File: src/rtl/urcpu_pkg.sv
// Shared URCPU datapath constants: default register-file geometry and the
// hard-wired zero register index.
package urcpu_pkg;

    localparam int unsigned DefWidth = 8;
    localparam int unsigned DefNregs = 8;
    localparam int unsigned R0Idx    = 0;

    function automatic int unsigned addr_width(input int unsigned nregs);
        return (nregs > 1) ? $clog2(nregs) : 1;
    endfunction

endpackage

File: src/rtl/regfile_2r1w_sb_if.sv
// Decode/writeback-facing bundle of the 2-read 1-write scoreboarded register file.
interface regfile_2r1w_sb_if
    import urcpu_pkg::*;
#(
    parameter int unsigned WIDTH = DefWidth,
    parameter int unsigned NREGS = DefNregs
);
    localparam int unsigned AW = addr_width(NREGS);

    logic             we;
    logic [AW-1:0]    waddr;
    logic [WIDTH-1:0] wdata;
    logic             claim_en;
    logic [AW-1:0]    claim_addr;
    logic             rd_req;
    logic [AW-1:0]    rs1_addr;
    logic [AW-1:0]    rs2_addr;
    logic             rd_stall;
    logic             rd_valid;
    logic [WIDTH-1:0] rs1_data;
    logic [WIDTH-1:0] rs2_data;

    modport master (
        output we, waddr, wdata, claim_en, claim_addr, rd_req, rs1_addr, rs2_addr,
        input  rd_stall, rd_valid, rs1_data, rs2_data
    );

    modport slave (
        input  we, waddr, wdata, claim_en, claim_addr, rd_req, rs1_addr, rs2_addr,
        output rd_stall, rd_valid, rs1_data, rs2_data
    );

endinterface

File: src/rtl/regfile_cell.sv
// Single register-file entry: WIDTH-bit enabled register, async active-high reset to 0.
module regfile_cell
    import urcpu_pkg::*;
#(
    parameter int unsigned WIDTH = DefWidth
) (
    input  logic             clk,
    input  logic             reset,
    input  logic             en_i,
    input  logic [WIDTH-1:0] d_i,
    output logic [WIDTH-1:0] q_o
);

    logic [WIDTH-1:0] q_q, q_d;

    always_comb begin
        q_d = q_q;
        if (en_i) q_d = d_i;
    end

    always_ff @(posedge clk or posedge reset) begin
        if (reset) q_q <= '0;
        else       q_q <= q_d;
    end

    assign q_o = q_q;

endmodule

File: src/rtl/regfile_2r1w_sb.sv
// URCPU register file: one write port, two registered read ports, per-register pending
// scoreboard that stalls reads of in-flight destinations, and write-to-read bypass.
module regfile_2r1w_sb
    import urcpu_pkg::*;
#(
    parameter int unsigned WIDTH = DefWidth,
    parameter int unsigned NREGS = DefNregs
) (
    input logic              clk,
    input logic              reset,
    regfile_2r1w_sb_if.slave bus
);

    localparam int unsigned AW = addr_width(NREGS);

    logic [NREGS-1:0][WIDTH-1:0] regs;
    logic [NREGS-1:0]            pending_q, pending_d;
    logic                        rd_valid_q, rd_valid_d;
    logic [WIDTH-1:0]            rs1_data_q, rs1_data_d;
    logic [WIDTH-1:0]            rs2_data_q, rs2_data_d;
    logic                        wr_hit_rs1, wr_hit_rs2;
    logic                        blocked_rs1, blocked_rs2;
    logic                        rd_stall, accept;

    // R0 has no storage; it is a constant zero.
    assign regs[R0Idx] = '0;

    for (genvar i = 1; i < NREGS; i++) begin : g_cell
        regfile_cell #(
            .WIDTH (WIDTH)
        ) u_cell (
            .clk   (clk),
            .reset (reset),
            .en_i  (bus.we && (bus.waddr == AW'(i))),
            .d_i   (bus.wdata),
            .q_o   (regs[i])
        );
    end

    // Claim applied after the write clear so a same-cycle collision leaves the bit set.
    always_comb begin
        pending_d = pending_q;
        if (bus.we)       pending_d[bus.waddr]      = 1'b0;
        if (bus.claim_en) pending_d[bus.claim_addr] = 1'b1;
        pending_d[R0Idx] = 1'b0;
    end

    // Hazards use pre-edge pending, so a same-cycle claim never stalls its own read.
    always_comb begin
        wr_hit_rs1  = bus.we && (bus.waddr == bus.rs1_addr);
        wr_hit_rs2  = bus.we && (bus.waddr == bus.rs2_addr);
        blocked_rs1 = pending_q[bus.rs1_addr] && !wr_hit_rs1;
        blocked_rs2 = pending_q[bus.rs2_addr] && !wr_hit_rs2;
        rd_stall    = bus.rd_req && (blocked_rs1 || blocked_rs2);
        accept      = bus.rd_req && !rd_stall;
    end

    always_comb begin
        rd_valid_d = accept;
        rs1_data_d = rs1_data_q;
        rs2_data_d = rs2_data_q;
        if (accept) begin
            if (bus.rs1_addr == AW'(R0Idx)) rs1_data_d = '0;
            else if (wr_hit_rs1)            rs1_data_d = bus.wdata;
            else                            rs1_data_d = regs[bus.rs1_addr];

            if (bus.rs2_addr == AW'(R0Idx)) rs2_data_d = '0;
            else if (wr_hit_rs2)            rs2_data_d = bus.wdata;
            else                            rs2_data_d = regs[bus.rs2_addr];
        end
    end

    always_ff @(posedge clk or posedge reset) begin
        if (reset) begin
            pending_q  <= '0;
            rd_valid_q <= 1'b0;
            rs1_data_q <= '0;
            rs2_data_q <= '0;
        end else begin
            pending_q  <= pending_d;
            rd_valid_q <= rd_valid_d;
            rs1_data_q <= rs1_data_d;
            rs2_data_q <= rs2_data_d;
        end
    end

    assign bus.rd_stall = rd_stall;
    assign bus.rd_valid = rd_valid_q;
    assign bus.rs1_data = rs1_data_q;
    assign bus.rs2_data = rs2_data_q;

endmodule

File: src/flat_wrapper.sv
// flat-port wrapper written by rule: the top's interface ports become plain ports
module regfile_2r1w_sb_flat import urcpu_pkg::*;
#(
    parameter int unsigned WIDTH = DefWidth,
    parameter int unsigned NREGS = DefNregs
)
  (clk, reset, bus_we, bus_waddr, bus_wdata, bus_claim_en, bus_claim_addr, bus_rd_req, bus_rs1_addr, bus_rs2_addr, bus_rd_stall, bus_rd_valid, bus_rs1_data, bus_rs2_data);
  regfile_2r1w_sb_if #(.WIDTH(WIDTH), .NREGS(NREGS)) bus_i ();
  input logic clk;
  input logic reset;
  input wire logic [$bits(bus_i.we)-1:0] bus_we;
  input wire logic [$bits(bus_i.waddr)-1:0] bus_waddr;
  input wire logic [$bits(bus_i.wdata)-1:0] bus_wdata;
  input wire logic [$bits(bus_i.claim_en)-1:0] bus_claim_en;
  input wire logic [$bits(bus_i.claim_addr)-1:0] bus_claim_addr;
  input wire logic [$bits(bus_i.rd_req)-1:0] bus_rd_req;
  input wire logic [$bits(bus_i.rs1_addr)-1:0] bus_rs1_addr;
  input wire logic [$bits(bus_i.rs2_addr)-1:0] bus_rs2_addr;
  output wire logic [$bits(bus_i.rd_stall)-1:0] bus_rd_stall;
  output wire logic [$bits(bus_i.rd_valid)-1:0] bus_rd_valid;
  output wire logic [$bits(bus_i.rs1_data)-1:0] bus_rs1_data;
  output wire logic [$bits(bus_i.rs2_data)-1:0] bus_rs2_data;
  assign bus_i.we = bus_we;
  assign bus_i.waddr = bus_waddr;
  assign bus_i.wdata = bus_wdata;
  assign bus_i.claim_en = bus_claim_en;
  assign bus_i.claim_addr = bus_claim_addr;
  assign bus_i.rd_req = bus_rd_req;
  assign bus_i.rs1_addr = bus_rs1_addr;
  assign bus_i.rs2_addr = bus_rs2_addr;
  assign bus_rd_stall = bus_i.rd_stall;
  assign bus_rd_valid = bus_i.rd_valid;
  assign bus_rs1_data = bus_i.rs1_data;
  assign bus_rs2_data = bus_i.rs2_data;
  regfile_2r1w_sb #(.WIDTH(WIDTH), .NREGS(NREGS)) u_core (.clk(clk), .reset(reset), .bus(bus_i));
endmodule
File: config.mk
export PLATFORM = sky130hd
export DESIGN_NAME = regfile_2r1w_sb_flat
export DESIGN_NICKNAME = d
export VERILOG_FILES = /design/src/rtl/urcpu_pkg.sv /design/src/rtl/regfile_2r1w_sb_if.sv /design/src/rtl/regfile_cell.sv /design/src/rtl/regfile_2r1w_sb.sv /design/src/flat_wrapper.sv
export SDC_FILE = /design/constraint.sdc
export NUM_CORES = 1
export LEC_CHECK = 0
export CAP_MARGIN = 10
export CELL_PAD_IN_SITES_DETAIL_PLACEMENT = 1
export CELL_PAD_IN_SITES_GLOBAL_PLACEMENT = 1
export CORE_ASPECT_RATIO = 0.6
export CORE_MARGIN = 8
export CORE_UTILIZATION = 46
export DETAILED_ROUTE_END_ITERATION = 8
export MAX_ROUTING_LAYER = met4
export PLACE_DENSITY_LB_ADDON = 0.1
export SYNTH_ARGS = -nofsm -noshare
export SYNTH_HDL_FRONTEND = slang
export SYNTH_SLANG_ARGS = --single-unit
File: constraint.sdc
create_clock -name clk -period 3.43 [get_ports clk]
set_clock_uncertainty 0.05 [all_clocks]
set_input_delay 0.5145 -clock clk [delete_from_list [all_inputs] [get_ports clk]]
set_output_delay 0.5145 -clock clk [all_outputs]
set_load 0.02 [all_outputs]
==> results.py <==
metrics = {
    "synth": {
        "synthMuxAreaShare_pct": 30.6,
        "yosysWarnings": 0,
        "synth_fp_nets": 402,
        "synthXorXnorAreaFrac_pct": 1.18,
        "netlist_instances": 377,
        "syn-cell-area_um2": 4460,
        "synth-adder-area-share_pct": 0,
        "synthFlopType": "dfrtp_1",
        "seq_area_frac_synth_pct": 44.9,
        "synth_compound_area_share_pct": 12.6,
        "ys_ff_latch": 80,
        "async_reset_ff_share_pct": 100,
        "ys_types": 35,
        "synth_edf_count": 0,
        "avgSynthCellArea_um2": 11.8,
        "synth-simple-area-share_pct": 5.76,
        "synth_top_family_by_area": "multiplexers",
    },
    "sta": {
        "setup_tns_ns": 0,
        "hold_violations": 0,
        "rsz0062_at_grt": "no",
        "worst_pin_slew_ns": 0.808,
        "relSlewSlack_pct": 46.1,
        "fin_crit_ns": 3.29,
        "period_share_pct": 96.0,
        "slew_violations": 0,
        "final-setup-viol-count": 0,
        "fmax_mhz": 304,
    },
    "setup_path": {
        "worstSetupPathDepth": 6,
        "crit_start": "bus_rs1_addr[2]",
        "rr_endpoint": "u_core.bus.rs1_data[1]",
        "start_kind": "input pin",
        "crit_chain": "clkdlybuf4s50_1 -> mux2_1 -> a221o_1 -> and3_4 -> o21a_1 -> clkdlybuf4s50_1",
        "worst-path-buf-inv": 2,
        "crit_family": "buffers and inverters",
        "slowest_delay_ns": 0.56,
        "critPathCapture": "bus_rd_stall",
        "reg2reg_slack_ns": 1.23,
        "worst_path_most_repeated_cell": "clkdlybuf4s50_1",
        "endpoint_kind": "output pin",
        "critPathSlowestCell": "clkdlybuf4s50_1",
        "rr_worst_depth": 6,
        "crit_required_ns": 2.87,
        "rr_startpoint": "u_core.pending_q[5]",
        "crit_path_max_fanout": 3,
        "critPathKind": "in2out",
        "crit_arrival_ns": 2.73,
    },
    "detailed_routing": {
        "drt_iter0_drc": 292,
        "avgRoutedWirePerCell_um": 24.1,
        "drtPass1Iterations": 4,
        "ant_nets": 0,
        "via_per_inst": 5.89,
        "via_count": 3294,
        "finalWirelength_um": 13500,
        "drc": 0,
    },
    "clock_network": {
        "cts_max_path_buffers": 2,
        "cts_buffers": 9,
        "htreeDepth": 3,
        "cts_resized": 0,
        "postCtsSetupBuffers": 0,
        "cts-root-buf": "clkbuf_16",
        "worst_skew_pair.late_latency_ns": 0.34,
        "cts_hold_repair.buffers": 0,
        "path_clk_slew_ns": 0.06,
        "clkSinkCount": 80,
        "cts_tree": "done",
    },
    "placement": {
        "portBuffers": 42,
        "place_area_um2": 5110,
        "post-dp-hpwl_um": 9180,
        "dp.cells": 545,
        "gp_congestion": 0.840,
    },
    "pwr": {
        "p_per_area_nw_per_um2": 655,
        "ir_worst_vdd_mv": 0.302,
        "p_leak_uw": 0.00225,
    },
    "cells_and_area": {
        "num-nets-final": 451,
        "layout-drive-gt1-share_pct": 33.3,
        "finalNonFillerCells": 559,
        "stdcell_area_um2": 5460,
        "diodes": 0,
        "syn2layout_area_growth_pct": 22.5,
    },
    "floorplan": {
        "start_util_pct": 48.0,
        "die_y_um": 92.2,
        "dieArea_um2": 13200,
        "dieWidth_um": 143,
        "boundaryPins": 43,
        "core_um2": 9290,
        "rows": 27,
    },
    "global_route": {
        "antenna_found_initial": 0,
        "grt_pass1_wl_um": 21600,
        "grt_pass1_vias": 3571,
        "track_usage_pct": 22.3,
        "overflow": 0,
        "grt_max_degree": 46,
    },
    "run_status": {
        "status": "finished clean",
    },
    "min_path": {
        "hp-class": "reg2reg",
        "holdPathStages": 2,
    },
    "run": {
        "cap_violations": 0,
    },
}
## metrics by stage
stage	hold WS (ns)	utilization, %	total power (µW)	worst slack (ns)
2_1_floorplan	0.408	-	2020	0.814
3_3_place_gp	0.433	55.0	2420	0.206
3_5_place_dp	0.458	55.0	2460	0.142
4_1_cts	0.475	58.7	3590	0.136
5_1_grt	0.490	58.7	3750	0.0942
6_report	0.469	58.7	3580	0.136
## state kept, by name (all words and copies together) (netlist names)
register / count
u_core.pending_q: 7
u_core.g_cell.u_cell.q_o: 56
u_core.bus.rd_valid: 1
u_core.bus.rs1_data: 8
u_core.bus.rs2_data: 8
## area by class of cell
cell class	count	area (µm²)
inverter	21	80.1
fill	923	3830
tap	130	163
clock inverter	3	90.1
multi-input combinational	247	2250
clock buffer	11	253
sequential	80	2000
timing repair buffer	67	621
## cell families after synthesis
| family | after synthesis |
|---|---|
| buf+inv | 50 |
| simple gates | 42 |
| flops | 80 |
| mux | 122 |
| xor+xnor | 6 |
| compound gates | 77 |
## tightest hold or removal path: stages, from the launching register on
cell	delay, ns
dfrtp_1	0.37
inv_1	0.05
mux2i_1	0.05
## cells in the mapped netlist (2+ instances only)
library cell / instances / share of area, %
o22ai_1: 3 / 0.42
dfrtp_1: 80 / 45
or3_1: 2 / 0.28
nand4_1: 3 / 0.42
nor2_1: 2 / 0.17
and2_1: 2 / 0.28
mux2_2: 98 / 25
buf_2: 10 / 1.1
nand4b_1: 3 / 0.59
inv_1: 21 / 1.8
a22oi_1: 30 / 5.1
o21ai_0: 10 / 1.1
a221o_1: 2 / 0.45
clkbuf_1: 15 / 1.3
mux2i_1: 22 / 4.9
buf_1: 2 / 0.17
nor4bb_1: 2 / 0.45
nand2_1: 13 / 1.1
nor2b_1: 5 / 0.70
nand2b_1: 5 / 0.70
xnor2_1: 6 / 1.2
o211ai_1: 28 / 4.7
## layer usage
layer  track usage [%]  share of wire [%]
met1              30.8                 46
met5                 -                  0
met3              5.69                7.7
met4              5.54                1.2
met2              32.0                 45
## cell usage in the layout, fill, tap and decap left out
cell type / instances
clkbuf_8: 2
nor4bb_2: 2
mux2i_1: 22
and3_4: 1
nand2b_1: 5
xnor2_1: 6
mux2_1: 1
o22ai_1: 3
mux2_2: 98
clkinv_2: 1
mux4_1: 1
nor3_2: 1
inv_1: 20
o21a_1: 1
o211ai_1: 28
o211a_1: 1
a221o_1: 2
nand4_1: 3
o32ai_1: 1
nor2_1: 2
clkbuf_16: 9
and2_1: 2
nand2_1: 13
dfrtp_1: 80
and3_1: 1
nand4b_1: 3
buf_12: 1
o21ai_0: 10
nor3b_1: 1
bufinv_16: 3
a221oi_1: 1
buf_4: 24
a22oi_1: 30
or3_1: 2
nor2b_1: 5
nor3b_4: 1
clkdlybuf4s50_1: 42
## where the power goes
| part | internal [µW] | total (µW) | switching, µW |
|---|---|---|---|
| Sequential | 1200 | 1390 | 185 |
| Combinational | 566 | 1070 | 505 |
| Clock | 743 | 1120 | 376 |
## worst min path at each step
stage,start,endpoint,slack [ns]
after floorplan,u_core.pending_q[6],u_core.pending_q[6],0.41
after global placement,u_core.g_cell[3].u_cell.q_o[6],u_core.g_cell[3].u_cell.q_o[6],0.43
after detailed placement,u_core.bus.rs2_data[1],u_core.bus.rs2_data[1],0.46
after CTS,u_core.bus.rs2_data[1],u_core.bus.rs2_data[1],0.47
after global routing,u_core.bus.rs2_data[1],u_core.bus.rs2_data[1],0.49
final,u_core.bus.rs2_data[2],u_core.bus.rs2_data[2],0.47
(Power assumes the default switching activity.)
